**src/rtl/lb_master.sv**
```systemverilog
// Local-bus initiator: one valid/ready command in, one strobe on the local bus,
// one valid/ready response out (bus data, write ack or timeout marker).
module lb_master #(
  parameter int unsigned          LB_DATA_W        = 32,
  parameter int unsigned          LB_ADDR_W        = 16,
  parameter int unsigned          TIMEOUT_CYCLES   = 256,
  parameter logic [LB_DATA_W-1:0] TIMEOUT_DATA_VAL = 'hdeadbabe
) (
  input  logic                 clk,
  input  logic                 rst,
  input  logic                 cmd_valid,
  output logic                 cmd_ready,
  input  logic                 cmd_wr,
  input  logic [LB_ADDR_W-1:0] cmd_addr,
  input  logic [LB_DATA_W-1:0] cmd_wdata,
  output logic                 rsp_valid,
  input  logic                 rsp_ready,
  output logic                 rsp_wr,
  output logic                 rsp_timeout,
  output logic [LB_DATA_W-1:0] rsp_rdata,
  output logic                 lb_wr_en,
  output logic                 lb_rd_en,
  output logic [LB_ADDR_W-1:0] lb_addr,
  output logic [LB_DATA_W-1:0] lb_wr_data,
  input  logic                 lb_wr_valid,
  input  logic                 lb_rd_valid,
  input  logic [LB_DATA_W-1:0] lb_rd_data
);

  localparam int unsigned CNT_W = $clog2(TIMEOUT_CYCLES + 1);

  typedef enum logic [1:0] {IDLE, ISSUE, WAIT, RESP} state_t;

  state_t           state;
  logic             cur_wr;
  logic [CNT_W-1:0] cnt;
  logic [CNT_W-1:0] cnt_next;
  logic             match;

  always_comb begin
    match    = cur_wr ? lb_wr_valid : lb_rd_valid;
    cnt_next = (cnt == CNT_W'(TIMEOUT_CYCLES)) ? cnt : cnt + CNT_W'(1);
  end

  always_ff @(posedge clk or posedge rst) begin
    if (rst) begin
      state       <= IDLE;
      cur_wr      <= 1'b0;
      cnt         <= '0;
      cmd_ready   <= 1'b0;
      rsp_valid   <= 1'b0;
      rsp_wr      <= 1'b0;
      rsp_timeout <= 1'b0;
      rsp_rdata   <= '0;
      lb_wr_en    <= 1'b0;
      lb_rd_en    <= 1'b0;
      lb_addr     <= '0;
      lb_wr_data  <= '0;
    end else begin
      lb_wr_en <= 1'b0;
      lb_rd_en <= 1'b0;
      case (state)
        IDLE: begin
          cmd_ready <= 1'b1;
          if (cmd_valid && cmd_ready) begin
            cmd_ready  <= 1'b0;
            cur_wr     <= cmd_wr;
            lb_addr    <= cmd_addr;
            lb_wr_data <= cmd_wdata;
            lb_wr_en   <= cmd_wr;
            lb_rd_en   <= !cmd_wr;
            state      <= ISSUE;
          end
        end
        // ISSUE and WAIT share completion logic; the counter restarts in ISSUE
        // and timeout is only possible from WAIT, with a matching valid winning.
        ISSUE, WAIT: begin
          cnt <= (state == ISSUE) ? '0 : cnt_next;
          if (match) begin
            rsp_valid   <= 1'b1;
            rsp_wr      <= cur_wr;
            rsp_timeout <= 1'b0;
            rsp_rdata   <= cur_wr ? '0 : lb_rd_data;
            state       <= RESP;
          end else if (state == WAIT && cnt_next == CNT_W'(TIMEOUT_CYCLES)) begin
            rsp_valid   <= 1'b1;
            rsp_wr      <= cur_wr;
            rsp_timeout <= 1'b1;
            rsp_rdata   <= TIMEOUT_DATA_VAL;
            state       <= RESP;
          end else begin
            state <= WAIT;
          end
        end
        RESP: begin
          if (rsp_ready) begin
            rsp_valid <= 1'b0;
            cmd_ready <= 1'b1;
            state     <= IDLE;
          end
        end
        default: state <= IDLE;
      endcase
    end
  end

endmodule

```
**config.mk**
```make
export PLATFORM = sky130hd
export DESIGN_NAME = lb_master
export DESIGN_NICKNAME = d
export VERILOG_FILES = /design/src/rtl/lb_master.sv
export SDC_FILE = /design/constraint.sdc
export NUM_CORES = 1
export LEC_CHECK = 0
export BUFFER_PORTS_ARGS = -buffer_cell sky130_fd_sc_hd__buf_4
export CAP_MARGIN = 20
export CELL_PAD_IN_SITES_DETAIL_PLACEMENT = 1
export CELL_PAD_IN_SITES_GLOBAL_PLACEMENT = 2
export CORE_MARGIN = 8
export CORE_UTILIZATION = 25
export DETAILED_ROUTE_END_ITERATION = 7
export PLACE_DENSITY = 0.69
export SLEW_MARGIN = 20
export SYNTH_ARGS = -nofsm -noshare
export SYNTH_HDL_FRONTEND = slang
export SYNTH_SLANG_ARGS = --single-unit
export TNS_END_PERCENT = 20
```
**constraint.sdc**
```tcl
create_clock -name clk -period 5.7 [get_ports clk]
set_input_delay 0.285 -clock clk [delete_from_list [all_inputs] [get_ports clk]]
set_output_delay 0.285 -clock clk [all_outputs]
set_load 0.01 [all_outputs]
```
==> results_tabular.tex <==
\begin{tabular}{lr}
\hline
Metric & Value \\
\hline
\multicolumn{2}{l}{\textbf{Final layout}} \\
Fraction of layout instances using a drive strength above 1 & 47.1\% \\
Final Instance Count excl. Fillers & 802 \\
Ant. Diodes & 0 \\
Final net count & 661 \\
P\&R area growth vs syn & 39.4\% \\
Number of filler instances in the final layout & 2025 \\
\multicolumn{2}{l}{\textbf{Worst hold path}} \\
Count of cells along the worst hold path & 2 \\
Class of the most critical hold timing path & in -> reg \\
Endpoint with the worst hold slack & lb\_rd\_en\$\_DFF\_PP0\_ \\
Hold\_sp & cmd\_wr \\
\multicolumn{2}{l}{\textbf{Global routing}} \\
Global-route wire length before repair & 23500 um \\
GRT Util Overall & 12.8\% \\
Via count of the first global-routing pass & 4116 \\
Initial antenna violation count & 0 \\
Total global routing overflow & 0 \\
Pin count of the biggest net entering global routing & 85 \\
\multicolumn{2}{l}{\textbf{Synth}} \\
Post-synth EDFFs & 0 \\
Per-instance average area after synthesis & 11.4 um\^{}2 \\
Net count of the mapped netlist & 499 \\
Area share of and/or/nand/nor cells after synthesis & 9.22\% \\
Share of the synthesized area in the top cell type & 53.0\% \\
Ranking of synthesized cells by area & dfrtp\_1 53\%, mux2\_2 12\%, a221oi\_2 6.5\%, o21ai\_0 4.3\%, inv\_1 3.3\% \\
Cell variety after synth & 41 \\
Share of synthesized area occupied by flip-flops and latches & 53.0\% \\
Top post-synthesis cells by count & 98 x dfrtp\_1, 48 x mux2\_2, 41 x inv\_1 \\
Yosys top cell by area & dfrtp\_1 \\
Most instantiated library cell after synthesis & dfrtp\_1 \\
Share of async-settable or async-resettable flops after synthesis & 100\% \\
XOR/XNOR Fraction of Synth Area & 0.379\% \\
Share of synthesized cell area in full adder, half adder and majority cells & 1.62\% \\
Instance count of the mapped netlist & 406 \\
Dominant combinational cell family by area after synthesis & compound AO/OA/AOI/OAI gates \\
Post-synthesis mux area share & 12.8\% \\
Synth Area in Compound Gates & 17.0\% \\
Synth Register Bits & 98 \\
Post-synth top flop & dfrtp\_1 \\
Count of yosys warnings during synthesis & 0 \\
Cell area after synthesis & 4630 um\^{}2 \\
\multicolumn{2}{l}{\textbf{Clocking}} \\
CTS Hold Bufs & 1 \\
CTS H-Tree Depth & 3 \\
Clock sink total & 98 \\
Cts repair resizes & 0 \\
Clock slew seen by the registers of the worst setup and hold paths & 70 ps \\
Clock tree root buffer cell & clkbuf\_16 \\
Insertion delay of the later-clocked pin in the worst-skew pair & 350 ps \\
CTS tree & yes \\
Maximum root-to-sink buffer count & 2 \\
TritonCTS Buffers & 9 \\
Post CTS Setup Buffer Count & 0 \\
\multicolumn{2}{l}{\textbf{Floorplanning}} \\
Area of the placeable core & 18100 um\^{}2 \\
Die Outline Area & 23100 um\^{}2 \\
I/O pin count & 173 \\
Floorplan row count & 49 \\
Die height & 152 um \\
Effective utilization at floorplan & 25.6\% \\
Width of the chip & 152 um \\
\multicolumn{2}{l}{\textbf{STA}} \\
Relative slew slack & 25.2\% \\
Final Max Tran Viols & 0 \\
Setup repair after global routing missed its margin & false \\
Total setup violations reported at the end of the flow & 0 \\
Post-route clock skew & 6.10 ps \\
Final period util & 45.2\% \\
Worst Tran Pin Value & 1120 ps \\
Hold Fails Final Rpt & 0 \\
Final critical-path required period & 2570 ps \\
Maximum clock frequency & 0.388 GHz \\
Sum of negative setup slack & 0 ps \\
Worst setup margin & 3130 ps \\
\multicolumn{2}{l}{\textbf{Status}} \\
Status & completed \\
\multicolumn{2}{l}{\textbf{Detailed routing}} \\
Post-detailed-route wirelength per cell & 18.3 um \\
Number of iterations in the first detailed-routing pass & 4 \\
DRC violations left & 0 \\
Number of vias per cell & 4.62 \\
Wire length after detailed routing & 14700 um \\
Via count & 3703 \\
Number of violations reported at the end of detailed-routing iteration 0 & 128 \\
ANT nets after route & 0 \\
\multicolumn{2}{l}{\textbf{Critical path}} \\
Terminus of the critical flop-to-flop path & rsp\_rdata[31]\$\_DFFE\_PP0P\_ \\
Register-to-Register Setup Slack & 3130 ps \\
Worst path required time & 5880 ps \\
CP Capture Type & flop \\
Class of the most critical setup path & reg -> reg \\
Maximum fanout encountered on the critical timing path & 22 \\
Launch instance of the worst register-to-register path & cnt[0]\$\_DFFE\_PP0N\_ \\
CP startpoint & cnt[0]\$\_DFFE\_PP0N\_ \\
Path depth of the worst reg2reg path & 6 \\
Launching element type of the critical path & flop \\
Arrival time at the worst endpoint & 2760 ps \\
\multicolumn{2}{l}{\textbf{Placed design}} \\
Placed wire-length estimate & 10900 um \\
Placed cell count & 785 \\
Total of buffers placed on input and output ports & 172 \\
Final weighted congestion in routability-driven placement & 0.749 \\
Worst slack at placement & 3090 ps \\
\multicolumn{2}{l}{\textbf{Pwr}} \\
Leak Pwr & 3.04 nW \\
Power per Cell Area & 581 nW/um\^{}2 \\
VDD IR max & 0.333 mV \\
\multicolumn{2}{l}{\textbf{Run}} \\
Maximum Capacitance Violations & 0 \\
\hline
\end{tabular}
-- layout make-up --
| cell class | count | area [um^2] | area share, % |
|---|---|---|---|
| tap | 229 | 287 | 4.44 |
| inverter | 41 | 156 | 2.42 |
| multi-input combinational | 242 | 1920 | 29.7 |
| clock buffer | 10 | 239 | 3.71 |
| clock inverter | 6 | 73.8 | 1.14 |
| sequential | 98 | 2450 | 38.0 |
| timing repair buffer | 176 | 1320 | 20.5 |
-- worst max-delay path by stage --
stage | end | slack [ps] | cells after the start
after global routing | rsp_rdata[31]$_DFFE_PP0P_ | 2870 | 6
after global placement | rsp_rdata[21]$_DFFE_PP0P_ | 3170 | 6
after detailed placement | rsp_rdata[31]$_DFFE_PP0P_ | 3090 | 6
after floorplan | cmd_ready$_DFFE_PP0P_ | 2850 | 1
final | rsp_rdata[31]$_DFFE_PP0P_ | 3130 | 6
after CTS | rsp_rdata[31]$_DFFE_PP0P_ | 3080 | 6
-- stage by stage --
stage	total power [mW]	instance area, um^2	util [%]	hold slack (ps)
after detailed placement	3.15	6130	33.9	338
after CTS	3.82	6450	35.7	73.1
after global placement	3.08	6130	33.9	325
after global routing	4.02	6450	35.7	81.5
after floorplan	2.33	4630	-	351
final	3.75	6450	35.7	89.6
-- layout by cell type (no fill, tap or decap), drive strengths merged, types with 14 or more instances in the layout --
master | Yosys | final
buf | 4 | 175
dfrtp | 98 | 98
mux2 | 48 | 48
inv | 41 | 43
o21ai | 40 | 40
nor2 | 30 | 30
nand2 | 22 | 22
a221oi | 22 | 22
nand3 | 14 | 14
-- cell families (layout without fill, tap and decap cells) --
group           Yosys count  after routing
simple gates             88             88
compound gates           94             94
xor+xnor                  2              2
mux                      52             52
flops                    98             98
fa+ha+maj                 6              6
buf+inv                  66            233
-- critical path: stages, from the launching register on --
cell and delay, ps:
dfrtp_1 490, ha_1 330, nand2_1 100, xnor2_1 140
a31o_4 270, a31oi_4 840, a221oi_1 230
-- flip-flops by register name (all words and copies together) (netlist names), 2 cells and up --
register    count
rsp_rdata      32
state           2
lb_addr        16
lb_wr_data     32
cnt             9
-- metal layers --
layer	share of wire, %	track usage, %	wire [um]	vias up
met5	0	0	0	-
met4	3.3	5.81	490	0
met3	4.6	3.37	668	26
met2	52	22.8	7650	96
met1	40	13.9	5870	1835
li1	-	-	-	1746
-- where the power goes --
| group | switching [mW] | total (mW) | internal (mW) |
|---|---|---|---|
| Combinational | 0.962 | 1.85 | 0.889 |
| Sequential | 0.228 | 1.25 | 1.02 |
| Clock | 0.288 | 0.646 | 0.358 |
| Total | 1.48 | 3.75 | 2.27 |
No activity file was read; power rests on OpenSTA's default activity.
